==> config.mk <==
export PLATFORM = sky130hd
export DESIGN_NAME = pipeline_ctrl_unit
export DESIGN_NICKNAME = d
export VERILOG_FILES = /design/src/rtl/pipeline_ctrl_unit_pkg.sv /design/src/rtl/pipeline_ctrl_unit_fwd_select.sv /design/src/rtl/pipeline_ctrl_unit.sv
export SDC_FILE = /design/constraint.sdc
export NUM_CORES = 1
export LEC_CHECK = 0
export CORE_UTILIZATION = 38
export CTS_CLUSTER_DIAMETER = 60
export CTS_CLUSTER_SIZE = 20
export DETAILED_ROUTE_END_ITERATION = 8
export PLACE_DENSITY = 0.75
export SLEW_MARGIN = 25
export SYNTH_ARGS = -nofsm -noshare
export SYNTH_HDL_FRONTEND = slang
export SYNTH_SLANG_ARGS = --single-unit
==> constraint.sdc <==
create_clock -name clk -period 2 [get_ports clk]
set_input_delay 0.4 -clock clk [delete_from_list [all_inputs] [get_ports clk]]
set_output_delay 0.4 -clock clk [all_outputs]
set_load 0.03 [all_outputs]
==> src/rtl/pipeline_ctrl_unit_pkg.sv <==
// pipe_ctrl_pkg: shared shadow-pipeline types and helpers for pipeline_ctrl_unit.
package pipe_ctrl_pkg;
   localparam int REG_AW_MAX = 8;
   localparam int FWD_REGFILE = 0;
   typedef struct packed {
      logic valid;
      logic [REG_AW_MAX-1:0] rd;
      logic reg_we;
      logic mem_re;
   } stage_info_t;
   typedef struct packed {
      stage_info_t st;
      logic [REG_AW_MAX-1:0] rs1, rs2;
      logic rs1_used, rs2_used;
   } ex_info_t;
   function automatic int sel_w(input int mem_stages);
      return $clog2(mem_stages + 2);
   endfunction
endpackage

==> src/rtl/pipeline_ctrl_unit_fwd_select.sv <==
// fwd_select: priority matcher picking the youngest M1..WB producer of one EX source.
module fwd_select
   import pipe_ctrl_pkg::*;
#(
   parameter int MEM_STAGES = 1,
   parameter int SW = sel_w(MEM_STAGES)
) (
   input logic ex_valid,
   input logic used,
   input logic [REG_AW_MAX-1:0] src,
   input stage_info_t [MEM_STAGES:0] st,
   output logic [SW-1:0] sel,
   output logic load_hit
);
   // Scan oldest to youngest so the youngest match overwrites the rest.
   always_comb begin
      sel = SW'(FWD_REGFILE);
      load_hit = 1'b0;
      for (int k = MEM_STAGES; k >= 0; k--)
         if (ex_valid && used && st[k].valid && st[k].reg_we && st[k].rd != '0 && st[k].rd == src) begin
            sel = SW'(k + 1);
            load_hit = st[k].mem_re && k < MEM_STAGES;
         end
   end
endmodule

==> src/rtl/pipeline_ctrl_unit.sv <==
// pipeline_ctrl_unit: hazard, forwarding and stall/flush control for an in-order pipeline,
// tracking in-flight instructions EX..WB in a shadow pipeline.
module pipeline_ctrl_unit
   import pipe_ctrl_pkg::*;
#(
   parameter int REG_AW = 5,
   parameter int MEM_STAGES = 1,
   parameter int CNT_W = 32
) (
   input logic clk,
   input logic rst,
   input logic id_valid,
   input logic [REG_AW-1:0] id_rs1,
   input logic [REG_AW-1:0] id_rs2,
   input logic id_rs1_used,
   input logic id_rs2_used,
   input logic [REG_AW-1:0] id_rd,
   input logic id_reg_we,
   input logic id_mem_re,
   input logic ex_branch_taken,
   input logic mem_busy,
   output logic pc_we,
   output logic if_id_we,
   output logic id_ex_we,
   output logic ex_mem_we,
   output logic mem_wb_we,
   output logic if_id_clear,
   output logic id_ex_clear,
   output logic [sel_w(MEM_STAGES)-1:0] ex_fwd1_sel,
   output logic [sel_w(MEM_STAGES)-1:0] ex_fwd2_sel,
   output logic [CNT_W-1:0] stall_cycles,
   output logic [CNT_W-1:0] flush_events
);
   localparam int SW = sel_w(MEM_STAGES);
   ex_info_t ex_q;
   stage_info_t [MEM_STAGES:0] st_q;
   logic [REG_AW_MAX-1:0] rs1, rs2;
   logic load_stall, flush, stall, lh1, lh2;
   logic [SW-1:0] sel1, sel2;
   function automatic logic dep(input stage_info_t s, input logic [REG_AW_MAX-1:0] a, b, input logic ua, ub);
      return s.valid && s.mem_re && s.rd != '0 && ((ua && a == s.rd) || (ub && b == s.rd));
   endfunction
   assign rs1 = REG_AW_MAX'(id_rs1);
   assign rs2 = REG_AW_MAX'(id_rs2);
   // Load data is only usable from WB, so loads in EX..M(n-1) must hold the consumer in ID.
   always_comb begin
      load_stall = id_valid && dep(ex_q.st, rs1, rs2, id_rs1_used, id_rs2_used);
      for (int k = 0; k < MEM_STAGES - 1; k++)
         load_stall = load_stall || (id_valid && dep(st_q[k], rs1, rs2, id_rs1_used, id_rs2_used));
   end
   assign flush = !mem_busy && ex_branch_taken;
   assign stall = !mem_busy && !ex_branch_taken && load_stall;
   assign pc_we = rst && !mem_busy && !stall;
   assign if_id_we = pc_we;
   assign id_ex_we = rst && !mem_busy;
   assign ex_mem_we = id_ex_we;
   assign mem_wb_we = id_ex_we;
   assign if_id_clear = !rst || flush;
   assign id_ex_clear = !rst || flush || stall;
   assign ex_fwd1_sel = rst ? sel1 : SW'(FWD_REGFILE);
   assign ex_fwd2_sel = rst ? sel2 : SW'(FWD_REGFILE);
   fwd_select #(.MEM_STAGES(MEM_STAGES), .SW(SW)) u_fwd1 (
      .ex_valid(ex_q.st.valid), .used(ex_q.rs1_used), .src(ex_q.rs1), .st(st_q), .sel(sel1), .load_hit(lh1)
   );
   fwd_select #(.MEM_STAGES(MEM_STAGES), .SW(SW)) u_fwd2 (
      .ex_valid(ex_q.st.valid), .used(ex_q.rs2_used), .src(ex_q.rs2), .st(st_q), .sel(sel2), .load_hit(lh2)
   );
   always_ff @(posedge clk) begin
      if (!rst) begin
         ex_q <= '0;
         st_q <= '0;
         stall_cycles <= '0;
         flush_events <= '0;
      end else begin
         if (!mem_busy) begin
            st_q <= {st_q[MEM_STAGES-1:0], ex_q.st};
            ex_q.st.valid <= id_valid && !flush && !stall;
            ex_q.st.rd <= REG_AW_MAX'(id_rd);
            ex_q.st.reg_we <= id_reg_we;
            ex_q.st.mem_re <= id_mem_re;
            ex_q.rs1 <= rs1;
            ex_q.rs2 <= rs2;
            ex_q.rs1_used <= id_rs1_used;
            ex_q.rs2_used <= id_rs2_used;
         end
         if ((mem_busy || stall) && !(&stall_cycles))
            stall_cycles <= stall_cycles + CNT_W'(1);
         if (flush && !(&flush_events))
            flush_events <= flush_events + CNT_W'(1);
      end
   end
   no_load_forward: assert property (@(posedge clk) disable iff (!rst) !(lh1 || lh2));
endmodule

==> results by group, run 1 <==
Drt
  – DR iter-0 viols: 373
  – 1st-pass router iterations: 5
  – Drt wl/cell: between 15 and 20 um
  – WL met3: 788 um
  – Vias per Instance: 5.50
  – WL final: 15600 um
  – Detail Route Antenna Nets: 0
  – M1 WL: 6440 um
  – DR WL met2: 7730 um
  – Highest Signal Layer: met4
  – Via count: 5028
  – Drt drc: 0

Yosys
  – Post-synth EDFFs: 0
  – Most used DFF post-synth: dfxtp_1
  – Post-Synthesis Cells: 556
  – Synth unique cells: 54
  – Top cell type's share of synthesized area: between 40% and 50%
  – Avg Inst Size Synth: 8.80 um2
  – #FFs+latches synth: 98
  – Count leader, synth: dfxtp_1
  – Main area contributors after synthesis: dfxtp_1 (40%), mux2i_1 (8.0%), xnor2_1 (7.7%)
  – Synth area leader: dfxtp_1
  – YS warnings: 0
  – Ys async rst share: 0%
  – Synth Net Count: approximately 580
  – Cell area after synthesis: 4890 um2
  – Post-synthesis sequential area ratio: 40.1%
  – Most frequent cells after synthesis: dfxtp_1 (98), nor2_1 (82), xnor2_1 (43)

Global routing
  – Vias in the first global route: 4744
  – Initial antenna violation count: 0
  – Total GRT Usage: ~22%
  – Largest net degree at the start of global routing: 37
  – Gr ovfl total: 0
  – First-pass GRT wire length: 23000 um

Finish
  – Nets: approximately 760
  – Area Growth Syn to Fin: 56.5%
  – Diode count: 0
  – Layout Utilization: 60.9%
  – Share of cells above drive strength 1: 33.6%

Floorplan
  – Initial core utilization: between 30% and 40%
  – Die Wd: 115 um
  – Ports: 99
  – Die Y: 115 um
  – Die footprint: 13300 um2
  – Row count: between 40 and 50
  – Core area: 12600 um2

STA
  – Final Worst Setup Slack: -0.325 ns
  – Crit path time final: 2.33 ns
  – F_max: ~430 MHz
  – Clock Skew: between 0.008 and 0.009 ns
  – Final worst-path cycle share: 116%
  – Unrepaired setup endpoints after global routing: yes
  – # setup viols final: 19
  – Worst Max-Slew Pin Slew: between 0.5 and 0.6 ns
  – Max-slew violations: 0
  – Final hold violations: 0
  – Slew HR: 60.6%

Clock network
  – Num CTS Buffers: 9
  – Clk buf depth: 2
  – Root Buffer: clkbuf_16
  – CTS Sinks: roughly 100
  – CTS tree: yes
  – Worst-skew pair later-pin latency: 0.35 ns
  – Htree depth: 3
  – Worst-path clk slew: 0.06 ns

Placed design
  – Gp weighted congestion: roughly 0.86
  – DP Wirelength: 10000 um
  – Dpl ws: -0.600 ns
  – PortBufs: 98

Setup path
  – Startpoint Class: flip-flop
  – Worst path arrival time: 1.93 ns
  – Crit path kind: flip-flop to output port
  – CP required: roughly 1.6 ns
  – Crit path capture type: output port
  – Worst R2R Start: ex_q[24]
  – CP Launch Point: st_q[2]
  – Crit path max fanout: 2

Status
  – Violated checks: setup timing
  – Outcome: complete, but fails checks

Power
  – P_int: 0.00324 W
  – Worst VDD drop: about 0.31 mV
  – Gate power share: 12.7%
  – Sw Share: 24.4%
  – Sequential share of power: a little under half
  – Clk pwr share: 40.0%
  – P_sw: 0.00105 W
  – Final Total Pwr: 0.00429 W
  – PwrDens: ~560 nW/um2
  – Pleak: 2.86 nW

Min path
  – Hold WC Path Type: primary input to flip-flop
  – Hold_sp: id_rs2[0]

Job
  – Max Cap Violations: 0
==> timing repair <==
item / CTS / global route
pin swaps: 25 / 38
endpoints found under the setup margin: 34 / 53
hold buffers: 0 / 0
cloned: 2 / 0
endpoints found under the hold margin: 0 / 0
resized for setup: 50 / 81
setup buffers: 5 / 11
==> layer usage <==
layer,global-route usage (%),up-vias
li1,-,2363
met1,27.7,2415
met2,37.7,199
met3,2.72,51
met4,11.8,0
met5,0,-
==> registers in the layout (all words and copies together), names as in the netlist <==
register / cells
flush_events: 32
stall_cycles: 32
ex_q: 20
st_q: 14
==> cell type report <==
cell class              instances  area [um2]
fillers                       982        4910
multi-input cells             428        3260
flip-flops and latches         98        2050
repair buffers                196        1820
clock buffers                  15         289
well taps                     172         215
inverters                       5        18.8
clock inverters                 1        5.00
==> per-stage QoR <==
| stage | hold slack, ns | area (um2) | setup TNS, ns | std cells |
|---|---|---|---|---|
| after global placement | 0.473 | 6660 | -16.03 | 883 |
| final | 0.476 | 7660 | -2.75 | 915 |
| after detailed placement | 0.471 | 6660 | -19.99 | 883 |
| after global routing | 0.494 | 7660 | -5.42 | 915 |
| after CTS | 0.459 | 7170 | -1.94 | 905 |
| after floorplan | 0.460 | 4990 | -0.281 | 556 |
==> cells by family (layout without fill, tap and decap cells) <==
logic type / count (synthesis) / count (layout) / synth area share (%)
and+or+nand+nor: 269 / 271 / 29.5
AOI/OAI and AO/OA: 53 / 53 / 7.72
DFF: 98 / 98 / 40.1
buffers and inverters: 32 / 217 / 2.92
muxes: 39 / 39 / 7.98
adders and majority gates: 2 / 2 / 0.511
xor gates and xnor gates: 63 / 63 / 11.3
==> path summary, 6_finish.rpt <==
kind / cells after the start / end / slack [ns]
worst max-delay path: 5 / ex_fwd2_sel[1] / -0.33
worst min-delay path: 3 / ex_q[2] / 0.48
worst max register to register: 9 / stall_cycles[27] / -0.11
worst min register to register: 2 / stall_cycles[7] / 0.48
==> power groups by stage <==
stage | Clock, W | Sequential, W | Combinational (W)
final | 0.00172 | 0.00203 | 0.000544
after global routing | 0.00182 | 0.00203 | 0.000576
after CTS | 0.00174 | 0.00203 | 0.000464
after detailed placement | 0 | 0.00207 | 0.000427
after global placement | 0 | 0.00207 | 0.000414
after floorplan | 0 | 0.00207 | 0.000227
==> critical path: stages, from the launching register on <==
cell      delay, ns
dfxtp_2        0.32
or4_4          0.54
o211ai_1       0.30
nor4_2         0.09
nor2_1         0.14
buf_4          0.18
==> cell usage in the layout (no fill, tap or decap), types with 4 or more instances in the layout <==
| cell type | instances |
|---|---|
| a21oi_1 | 12 |
| buf_6 | 11 |
| clkdlybuf4s50_1 | 72 |
| a21oi_2 | 4 |
| o21ai_0 | 5 |
| or4_4 | 7 |
| inv_1 | 4 |
| o31ai_4 | 5 |
| buf_12 | 7 |
| nor2_1 | 79 |
| dfxtp_2 | 46 |
| nand2_1 | 39 |
| o211ai_1 | 4 |
| xnor2_1 | 36 |
| and4_1 | 8 |
| buf_4 | 88 |
| dlygate4sd2_1 | 13 |
| xor2_1 | 20 |
| nor3_1 | 11 |
| or4_1 | 8 |
| nand2b_1 | 7 |
| xnor2_2 | 7 |
| dfxtp_4 | 7 |
| nor3_2 | 4 |
| nand3_1 | 23 |
| nand4_1 | 27 |
| nor4_4 | 8 |
| dfxtp_1 | 45 |
| mux2i_1 | 38 |
| nor4_2 | 4 |
| clkbuf_16 | 10 |
| and3_1 | 7 |
Power figures use the tool's default switching activity.
==> run 2: changes to the inputs <==
==> constraint.sdc (replaced) <==
create_clock -name clk -period 2 [get_ports clk]
set_input_delay 0.3 -clock clk [delete_from_list [all_inputs] [get_ports clk]]
set_output_delay 0.3 -clock clk [all_outputs]
set_load 0.03 [all_outputs]
==> run 2 against run 1 <==
Compared with the run above: the run still ends with setup timing left; total power up 6.4%; register-to-register slack better by 0.09 ns; sequential power about the same; clock power up 19%; core utilization down 1.4 points; count of clock-buffer cells in the layout down 2; clock skew about the same; worst setup slack worse by 0.010 ns; flip-flop and latch count unchanged; final cell count down 0.77%; hold slack worse by 0.14 ns; highest routed layer unchanged.
==> results by group, run 2 (synthesized netlist as in run 1, its figures left out) <==
Status
  – Outcome: complete, but fails checks
  – Violated checks: setup timing

STA
  – Sum Neg Setup Slack: -1.85 ns
  – # setup viols final: 10
  – Final worst-path cycle share: 117%
  – Clock Skew: 0.00825 ns
  – F_max: 428 MHz
  – Max-slew violations: 0
  – Slew HR: 74.5%
  – Unrepaired setup endpoints after global routing: yes
  – Final hold violations: 0
  – Worst Max-Slew Pin Slew: approximately 0.38 ns
  – Final Worst Setup Slack: -0.336 ns
  – Crit path time final: 2.34 ns

Global routing
  – Gr ovfl total: 0
  – Initial antenna violation count: 0
  – First-pass GRT wire length: approximately 23000 um
  – Largest net degree at the start of global routing: 35
  – Vias in the first global route: 4672
  – Total GRT Usage: 21.9%

Clock network
  – Worst-path clk slew: 0.07 ns
  – Num CTS Buffers: 9
  – Root Buffer: clkbuf_16
  – Clk buf depth: 2
  – Worst-skew pair later-pin latency: 0.36 ns
  – CTS Sinks: 98
  – CTS tree: yes
  – CTS Hold Bufs: 0
  – Htree depth: 3

Setup path
  – CP top delay family: simple AND/OR/NAND/NOR gates
  – Worst reg2reg endpoint: stall_cycles[27]
  – Reg2Reg Setup Slack: -0.02 ns
  – CP peak stage delay: 0.41 ns
  – Worst-case reg-to-reg path depth: 8
  – Critical path buffers and inverters: 2
  – Startpoint Class: flip-flop
  – Critical-path cell list: xnor2_2 > nand4_1 > o22ai_1 > nand4_1 > nor3_2 > buf_4 > nor3_4 > buf_6
  – Crit path capture type: output port
  – Worst path arrival time: between 2 and 2.5 ns
  – Worst R2R Start: ex_q[23]
  – Crit path max fanout: 5
  – CP Launch Point: ex_q[23]
  – Crit path kind: flip-flop to output port
  – CP required: 1.70 ns
  – CP max stage cell: dfxtp_2
  – CP most frequent cell: nand4_1

Floorplan
  – Initial core utilization: 38.9%
  – Die Y: 115 um
  – Die Wd: 115 um
  – Die footprint: 13300 um2
  – Ports: 99
  – Row count: 41
  – Core area: 12600 um2

Power
  – Sw Share: 23.4%
  – Clk pwr share: 44.8%
  – PwrDens: between 600 and 700 nW/um2
  – Pleak: 2.84 nW
  – P_int: 0.00350 W
  – Worst VDD drop: 0.371 mV
  – Sequential share of power: 44.3%
  – Gate power share: between 10% and 20%
  – P_sw: 0.00107 W

Drt
  – Vias per Instance: between 5 and 6
  – Drt drc: 0
  – WL final: 14700 um
  – Drt wl/cell: between 15 and 20 um
  – DR iter-0 viols: 234
  – Via count: 4947
  – 1st-pass router iterations: 4
  – Detail Route Antenna Nets: 0

Placed design
  – PortBufs: 98
  – Placed instance area: 6560 um2
  – DP Wirelength: between 9000 and 10000 um
  – Gp weighted congestion: 0.874
  – Cell total after placement: slightly below 900

Finish
  – Most frequent cells in the layout: buf_4 (87), nor2_1 (81), clkdlybuf4s50_1 (75)
  – Final Non-Filler Cells: 908
  – Layout Utilization: 59.5%
  – Nets: between 700 and 800
  – Area Growth Syn to Fin: 52.9%
  – Layout filler cell count: 1042
  – Design Area, Final: 7480 um2
  – Largest registers: flush_events (32), stall_cycles (32), ex_q (20)
  – Diode count: 0
  – Most common cell after layout, fill and taps aside: buf_4
  – Share of cells above drive strength 1: between 30% and 40%

Job
  – Max Cap Violations: 0

Min path
  – Hold Path End: ex_q[12]
  – Hold_sp: id_rs1[2]
  – Hold-critical path depth: 3
  – Hold WC Path Type: primary input to flip-flop
==> run 2: cell types whose count changed in the layout (fill, tap and decap cells not counted), sizes merged <==
cell	previous run	this run
buf	110	103
dlymetal6s2s	1	2
bufinv	0	2
clkbuf	15	13
clkdlybuf4s50	72	75
dlygate4sd2	13	9
==> run 2: worst max-delay path by stage <==
stage / to / slack [ns] / depth (start not counted)
finish: if_id_we / -0.34 / 8
global route: pc_we / -0.38 / 8
CTS: ex_fwd2_sel[0] / -0.21 / 5
detailed placement: pc_we / -0.42 / 9
global placement: pc_we / -0.35 / 9
floorplan: stall_cycles[21] / -0.06 / 8
==> run 2: area by class of cell <==
class	count	area, um2	area share [%]
Sequential cell	98	2040	27.3
Multi-Input combinational cell	428	3140	42.0
Timing Repair Buffer	189	1700	22.8
Inverter	5	18.8	0.251
Tap cell	172	215	2.88
Clock inverter	3	65.1	0.870
Clock buffer	13	293	3.91
==> run 2: what timing repair did <==
item                       4_1_cts  5_1_grt
gates cloned                     2        0
gates resized for setup         39       60
setup buffers                    8       14
setup endpoints to repair       24       51
pin swaps                       14       27
hold endpoints to repair         0        0
==> run 2: per-stage QoR <==
step | setup WS, ns | power (W) | hold WS, ns
final | -0.336 | 0.00456 | 0.331
after global routing | -0.379 | 0.00472 | 0.348
after CTS | -0.206 | 0.00455 | 0.342
after detailed placement | -0.423 | 0.00247 | 0.476
after global placement | -0.346 | 0.00246 | 0.472
after floorplan | -0.0603 | 0.00230 | 0.444
==> run 2: worst min-delay path, delay by kind of cell <==
family	cells	cell delay (ns)
buffers and inverters	1	0.18
multiplexers	1	0.10
AND/OR/NAND/NOR	1	0.08
==> run 2: per-layer routing <==
layer | vias to the layer above | track usage (%) | part of all wire (%)
met5 | - | 0 | 0
met4 | 0 | 10.8 | 2.6
met3 | 29 | 4.55 | 4.9
li1 | 2352 | - | -
met1 | 2404 | 26.6 | 41
met2 | 162 | 36.8 | 51
==> run 2: power by group through the flow <==
stage | clock network, W | logic [W] | registers [W]
global placement | 0 | 0.000391 | 0.00207
floorplan | 0 | 0.000228 | 0.00207
finish | 0.00205 | 0.000495 | 0.00202
global route | 0.00217 | 0.000527 | 0.00202
detailed placement | 0 | 0.000399 | 0.00207
CTS | 0.00208 | 0.000444 | 0.00202
